## config.mk

```make
export PLATFORM = sky130hd
export DESIGN_NAME = writeback_stage
export DESIGN_NICKNAME = d
export VERILOG_FILES = /design/src/rtl/riscv_pkg.sv /design/src/rtl/load_align.sv /design/src/rtl/writeback_stage.sv
export SDC_FILE = /design/constraint.sdc
export NUM_CORES = 1
export LEC_CHECK = 0
export ABC_AREA = 1
export CORE_AREA = 8 8 122 152
export DETAILED_ROUTE_END_ITERATION = 12
export DIE_AREA = 0 0 130 160
export PLACE_DENSITY_LB_ADDON = 0.05
export SETUP_SLACK_MARGIN = 0.1
export SYNTH_ARGS = -nofsm -noshare
export SYNTH_HDL_FRONTEND = slang
export SYNTH_SLANG_ARGS = --single-unit
```

## constraint.sdc

```tcl
create_clock -name clk -period 2.2 [get_ports clk]
set_input_delay 0.44 -clock clk [delete_from_list [all_inputs] [get_ports clk]]
set_output_delay 0.44 -clock clk [all_outputs]
set_load 0.005 [all_outputs]
```

## src/rtl/riscv_pkg.sv

```systemverilog
// Shared RISC-V widths and the load funct3 encoding used by the writeback path.
package riscv_pkg;

  localparam int XLEN       = 32;
  localparam int REG_ADDR_W = 5;

  typedef enum logic [2:0] {
    LD_LB  = 3'b000,
    LD_LH  = 3'b001,
    LD_LW  = 3'b010,
    LD_LBU = 3'b100,
    LD_LHU = 3'b101
  } ld_funct3_e;

endpackage

```

## src/rtl/load_align.sv

```systemverilog
// Combinational load extractor: picks byte/halfword from an aligned word and extends it.
module load_align
  import riscv_pkg::*;
(
  input  logic [2:0]      funct3,
  input  logic [1:0]      off,
  input  logic [XLEN-1:0] data,
  output logic [XLEN-1:0] result
);

  logic [7:0]  byte_sel;
  logic [15:0] half_sel;

  always_comb begin
    byte_sel = 8'h00;
    case (off)
      2'd0:    byte_sel = data[7:0];
      2'd1:    byte_sel = data[15:8];
      2'd2:    byte_sel = data[23:16];
      default: byte_sel = data[31:24];
    endcase
    half_sel = off[1] ? data[31:16] : data[15:0];
  end

  // Reserved encodings (011/110/111) fall through to a full-word load.
  always_comb begin
    result = data;
    case (funct3)
      LD_LB:   result = {{(XLEN-8){byte_sel[7]}}, byte_sel};
      LD_LH:   result = {{(XLEN-16){half_sel[15]}}, half_sel};
      LD_LBU:  result = {{(XLEN-8){1'b0}}, byte_sel};
      LD_LHU:  result = {{(XLEN-16){1'b0}}, half_sel};
      default: result = data;
    endcase
  end

endmodule

```

## src/rtl/writeback_stage.sv

```systemverilog
// Writeback stage: merges load responses and execute results into one register-file
// write port with a one-entry hold buffer. Define WB_BYPASS_EN to enable forwarding.
module writeback_stage
  import riscv_pkg::*;
(
  input  logic                  clk,
  input  logic                  rst_n,
  input  logic                  ex_valid,
  output logic                  ex_ready,
  input  logic [REG_ADDR_W-1:0] ex_rd_addr,
  input  logic [XLEN-1:0]       ex_result,
  input  logic                  ld_valid,
  input  logic [REG_ADDR_W-1:0] ld_rd_addr,
  input  logic [XLEN-1:0]       ld_data,
  input  logic [2:0]            ld_funct3,
  input  logic [1:0]            ld_off,
  output logic                  write,
  output logic [REG_ADDR_W-1:0] rd_addr,
  output logic [XLEN-1:0]       rd,
  input  logic [REG_ADDR_W-1:0] rs1_addr,
  input  logic [REG_ADDR_W-1:0] rs2_addr,
  output logic                  rs1_fwd_valid,
  output logic                  rs2_fwd_valid,
  output logic [XLEN-1:0]       rs1_fwd,
  output logic [XLEN-1:0]       rs2_fwd,
  output logic                  pending_hit
);

  logic                  write_q, write_d;
  logic [REG_ADDR_W-1:0] rd_addr_q, rd_addr_d;
  logic [XLEN-1:0]       rd_q, rd_d;
  logic                  hold_valid_q, hold_valid_d;
  logic [REG_ADDR_W-1:0] hold_rd_q, hold_rd_d;
  logic [XLEN-1:0]       hold_data_q, hold_data_d;

  logic [XLEN-1:0] ld_value;
  logic            ex_fire;

  load_align u_load_align (
    .funct3 (ld_funct3),
    .off    (ld_off),
    .data   (ld_data),
    .result (ld_value)
  );

  assign ex_ready = rst_n && !hold_valid_q;
  assign ex_fire  = ex_valid && ex_ready;

  // Priority load > hold > execute; x0 destinations are accepted but never written.
  always_comb begin
    write_d      = 1'b0;
    rd_addr_d    = rd_addr_q;
    rd_d         = rd_q;
    hold_valid_d = hold_valid_q;
    hold_rd_d    = hold_rd_q;
    hold_data_d  = hold_data_q;
    if (ld_valid) begin
      if (ld_rd_addr != '0) begin
        write_d   = 1'b1;
        rd_addr_d = ld_rd_addr;
        rd_d      = ld_value;
      end
      if (ex_fire && ex_rd_addr != '0) begin
        hold_valid_d = 1'b1;
        hold_rd_d    = ex_rd_addr;
        hold_data_d  = ex_result;
      end
    end else if (hold_valid_q) begin
      write_d      = 1'b1;
      rd_addr_d    = hold_rd_q;
      rd_d         = hold_data_q;
      hold_valid_d = 1'b0;
    end else if (ex_fire && ex_rd_addr != '0) begin
      write_d   = 1'b1;
      rd_addr_d = ex_rd_addr;
      rd_d      = ex_result;
    end
  end

  always_ff @(posedge clk) begin
    if (!rst_n) begin
      write_q      <= 1'b0;
      rd_addr_q    <= '0;
      rd_q         <= '0;
      hold_valid_q <= 1'b0;
      hold_rd_q    <= '0;
      hold_data_q  <= '0;
    end else begin
      write_q      <= write_d;
      rd_addr_q    <= rd_addr_d;
      rd_q         <= rd_d;
      hold_valid_q <= hold_valid_d;
      hold_rd_q    <= hold_rd_d;
      hold_data_q  <= hold_data_d;
    end
  end

  assign write   = write_q;
  assign rd_addr = rd_addr_q;
  assign rd      = rd_q;

  assign pending_hit = hold_valid_q && (hold_rd_q != '0) &&
                       ((hold_rd_q == rs1_addr) || (hold_rd_q == rs2_addr));

`ifdef WB_BYPASS_EN
  assign rs1_fwd_valid = write_q && (rd_addr_q == rs1_addr) && (rs1_addr != '0);
  assign rs2_fwd_valid = write_q && (rd_addr_q == rs2_addr) && (rs2_addr != '0);
  assign rs1_fwd       = rd_q;
  assign rs2_fwd       = rd_q;
`else
  assign rs1_fwd_valid = 1'b0;
  assign rs2_fwd_valid = 1'b0;
  assign rs1_fwd       = '0;
  assign rs2_fwd       = '0;
`endif

endmodule

```

; After elaboration in Yosys (flattened, before gate mapping)
; Index checks and enable logic that the tools add are counted.
[totals]
ff_bits = 76
latchBits = 0
ram_bits = 0
mem_bits_ro = 0
output_inout_bits = 106
wordCells = 45
mem_count = 0
[classes]
n_addsub = 0
multipliers = 0
div = 0
order_cmp = 0
n_eq_ne = 8
n_shift = 0
n_mux = 15
bitwise = 0
reduce_logical = 16
[op_table]
columns = cell, count
row1 = $mux 32, 4
row2 = $pmux 32 s4, 1
row3 = $pmux 8 s3, 1
row4 = $mux 5, 4
row5 = $mux 16, 1
row6 = $reduce_bool 5->1, 3
row7 = $eq 5x5->1, 2
row8 = $eq 3x3->1 const B, 2
row9 = $reduce_and 2->1, 3
row10 = $logic_and 1x1->1, 5
row11 = $mux 1, 4
row12 = $eq 3x1->1 const B, 1
row13 = $logic_not 3->1, 1
row14 = $reduce_bool 3->1, 1
row15 = $eq 2x1->1 const B, 1
row16 = $eq 2x2->1 const B, 1
row17 = $logic_not 2->1, 1
row18 = $ne 2x1->1 const B, 1
row19 = $logic_not 1->1, 1
row20 = $logic_or 1x1->1, 1

; Longest topological paths before layout
[depth]
depth_word = 7
ltp_mapped = 10
depth_no_buf = 9

; Cells and area by module
; From an unflattened synthesis, not the netlist that was laid out.
[hier_totals]
hier_cells = 810
area_unflattened_um2 = 5151.2
[by_module_without_submodules]
columns = module, instances, cells_each, area_each_um2
row1 = writeback_stage, 1, 647, 4292.9
row2 = load_align, 1, 163, 858.3

; Worst setup path after synthesis
; No wires, ideal clock.
[synth_timing]
path_kind = input to register
from = in ld_funct3[1]
to = reg rd_q[31], in the netlist rd[31]
setup_time_ps = 115
arrival_time_ps = 1397
required_time_ps = 2085
slack_ps = 688
cell_stages = 9
cell_sequence = buf_2 > inv_2 > nand2_1 > nor2_1 > o211ai_1 > buf_2 > nand3_1 > nand2_1 > a21oi_2
[synth_between]
elab_chain_len = 4
elab_cells_between_ends = 7
classes_between = 3 x eq/ne / 3 x mux / 1 x reduce/logical
[synth_lines]
columns = element, line_no
row1 = "start, declared", writeback_stage.sv:15  ; input logic [2:0] ld_funct3,
row2 = $eq 3x3->1 (tied with other cells), load_align.sv:28  ; case (funct3)
row3 = $pmux 32 s4 *, load_align.sv:28
row4 = $mux 32 *, writeback_stage.sv:58  ; if (ld_rd_addr != '0) begin
row5 = $mux 32 *, writeback_stage.sv:57  ; if (ld_valid) begin
row6 = "end signal, assigned", writeback_stage.sv:91  ; rd_q <= rd_d;
row7 = "end, declared", writeback_stage.sv:31  ; logic [XLEN-1:0] rd_q, rd_d;
; Every way passes the cells marked *; elsewhere a longest branch is shown, timed or not. The select of a mux whose other input is x is not followed.
; A chain may end at the register's enable or synchronous reset.

; Worst setup path in the final report
[layout_timing]
from = in rs1_addr[0]
to = out pending_hit
[layout_between]
elab_chain_len = 3
[layout_lines]
columns = element, line_no
row1 = "start, declared", writeback_stage.sv:20  ; input logic [REG_ADDR_W-1:0] rs1_addr,
row2 = $eq 5x5->1, writeback_stage.sv:103  ; ((hold_rd_q == rs1_addr) || (hold_rd_q == rs2_addr));
row3 = $logic_or 1x1->1, writeback_stage.sv:103
row4 = $logic_and 1x1->1, writeback_stage.sv:102  ; assign pending_hit = hold_valid_q && (hold_rd_q != '0) &&
row5 = "end, declared", writeback_stage.sv:26  ; output logic pending_hit
; Every way passes these cells.

==> results by group <==
Floorplanning
  • Die W: 130 um
  • Die area: 20800 um^2
  • IO Pins: 199
  • Row cnt: 52
  • Core ar.: 16100 um^2
  • Initial Util: 30.5%
  • Die Height: 160 um

Global route
  • GRT overflow: 0
  • Initial antenna violation count: 1
  • GR Util All Layers: 16.7%
  • Largest net degree at the start of global routing: 51
  • Met1 Use GR: 20.0%
  • GR Util met2: 27.4%
  • Met3 Track Usage GR: 5.06%
  • GR peak layer: met2
  • Number of global-route vias before repair: 5229
  • First-pass GRT wire length: 27400 um

Worst setup path
  • Worst r2r dst: hold_data_q[0]$_SDFFE_PN0P_
  • Crit path capture type: output port
  • Reg-to-Reg Start: hold_valid_q$_SDFFE_PN0P_
  • Crit-path slowest cell: clkdlybuf4s50_1
  • CP Buf/Inv Count: 2
  • CP delay by family, top: buffers and inverters
  • Crit path largest cell delay: 410 ps
  • R2R Setup Slk: 420 ps
  • Worst-path maximum fanout: 1
  • Startpoint class of the critical path: input port
  • Path depth of the worst reg2reg path: 8
  • Crit-path cells: clkdlybuf4s50_1 > xor2_1 > nor2_1 > nand4_1 > a21oi_2 > buf_2
  • CP arrival: 1510 ps
  • WP data required: 1760 ps
  • Crit path kind: in2out

Clock tree
  • Clock Latency Late Sink: 340 ps
  • Post-CTS setup buffers: 0
  • Hold Buf Count CTS: 0
  • Htree depth: 3
  • CTS Buf Count: 9
  • Clk root buf: clkbuf_16
  • CTS tree: done
  • Worst-path clk slew: 60 ps
  • Clk sinks: 76
  • Clk buf depth: 2

Yosys
  • Syn_area_per_cell: 6.17 um^2
  • Synth top area cells: dfxtp_1, nand2_1, nor2_1, buf_4, o21ai_0
  • Number of synthesized register bits: 76
  • Library cells used by synthesis: 29
  • Top-area cell type share of the netlist area: 31.0%
  • Post-Syn Area: 4900 um^2
  • Post-synthesis instance total: 795
  • Register area share after synthesis: 31.0%
  • Yosys Warn Count: 0
  • Synth area leader: dfxtp_1

Placed design
  • Worst slack at placement: -216 ps
  • GPL Wtd Cong: 0.871
  • Placed instance count: 1115
  • Port-buffer cells: 132
  • Placed wire-length estimate: 13200 um

Timing
  • Setup violators final: 0
  • Max Freq: 0.513 GHz
  • RSZ-0062 raised after global routing: false
  • Tcrit/Tclk final: 88.5%
  • Setup_tns: 0 ps
  • Final WS setup: 252 ps
  • Final slew viol count: 0
  • Final Hold Viols: 0
  • Crit path time final: 1950 ps
  • Skew final: 5.64 ps

Detailed routing
  • Drt wl/cell: 15.4 um
  • Post-DR vias/cell: 4.56
  • Vias: 5157
  • Router iterations before antenna repair: 4
  • DR DRC count: 0
  • Drt total wl: 17500 um
  • Initial DRC Count: 397
  • Post-DRT Antenna Nets: 0

Layout
  • Syn-to-layout area delta: 32.9%
  • Fin cells: 1131
  • Number of diodes: 0
  • Fraction of layout cells with a size suffix above 1: 6.78%
  • Nets@finish: 1003

Worst hold path
  • Min-Delay Endpoint: hold_rd_q[4]$_SDFFE_PN0P_
  • Hold Crit Start: rst_n
  • Worst hold path class: in2reg
  • Hold path depth: 3

Pwr
  • Final Power: 4.00 mW
  • Static Leak: 2.99 nW
  • Worst IR Drop VDD: 0.289 mV
  • Power Density: 614 nW/um^2

Outcome
  • Outcome: complete, no violations

Run
  • Max-Cap Viols: 0
## state kept, by name (all words and copies together), names as in the netlist
| register | count |
|---|---|
| write | 1 |
| hold_rd_q | 5 |
| rd_addr | 5 |
| hold_data_q | 32 |
| rd | 32 |
| hold_valid_q | 1 |
## kinds of logic after synthesis
logic type	after synthesis	synth area share (%)
simple gates	405	33.0
buf+inv	164	18.4
compound gates	139	15.7
flops	76	31.0
xor+xnor	10	1.79
other cells	1	0.0765
## layout by cell type (no fill, tap or decap), types with 11 or more instances in the layout
master           netlist  layout
a21oi_1               51      50
a21oi_2               10      11
buf_4                 66      20
clkdlybuf4s50_1        0     130
conb_1                 1      66
dfxtp_1               76      76
inv_1                 43      43
nand2_1              195     195
nand3_1               52      52
nor2_1               144     144
o211ai_1              11      11
o21ai_0               64      64
## cells in the mapped netlist
cell and instances:
a211oi_1 1, nor2_2 2, xnor2_1 6, buf_6 2, xor2_1 4, a21oi_1 51
or2_2 5, nand2_1 195, inv_2 4, o211ai_1 11, and3_1 1, a21oi_2 10
nor3_1 1, buf_4 66, o41ai_1 1, buf_1 4, conb_1 1, nor2_1 144
buf_2 19, clkinv_1 1, nand3_1 52, nand4_1 3, nand2_2 1, a31oi_1 1
dfxtp_1 76, inv_1 43, clkbuf_1 25, o21ai_0 64, and2_1 1
## through the flow
stage	hold slack (ps)	instance area (um^2)	util (%)
floorplan	429	5150	-
global placement	437	6220	38.7
detailed placement	450	6220	38.7
CTS	436	6520	40.6
global route	473	6510	40.5
finish	450	6510	40.5
## cell type report
type	count	area, um^2
clock buffers	11	233
clock inverters	5	61.3
fillers	1780	9560
inverters	48	180
multi-input cells	620	2730
flip-flops and latches	76	1520
well taps	216	270
repair buffers	155	1520
## what timing repair did
item,CTS,global route
setup endpoints to repair,1,1
resized for setup,4,1
pin swaps,0,1
## layer usage
| layer | part of all wire (%) | up-vias |
|---|---|---|
| met1 | 43 | 2321 |
| li1 | - | 2608 |
| met3 | 8.5 | 29 |
| met5 | 0.074 | - |
| met4 | 2.2 | 2 |
| met2 | 46 | 197 |
## report_power, final
group | switching, mW | internal (mW)
logic | 0.501 | 0.460
clock network | 0.614 | 0.884
registers | 0.0580 | 1.48
## worst min-delay path: cells and delay by family
family	cells	cell delay, ps
buf+inv	2	240
compound gates	1	50
## worst max-delay path by stage
| stage | from | endpoint | cells after the start |
|---|---|---|---|
| 2_1_floorplan | ld_funct3[1] | rd[31]$_SDFFE_PN0P_ | 9 |
| 3_3_place_gp | rs1_addr[0] | pending_hit | 6 |
| 3_5_place_dp | rs1_addr[0] | pending_hit | 6 |
| 4_1_cts | rs1_addr[0] | pending_hit | 6 |
| 5_1_grt | rs2_addr[0] | pending_hit | 6 |
| 6_report | rs1_addr[0] | pending_hit | 6 |
(Power assumes the default switching activity.)
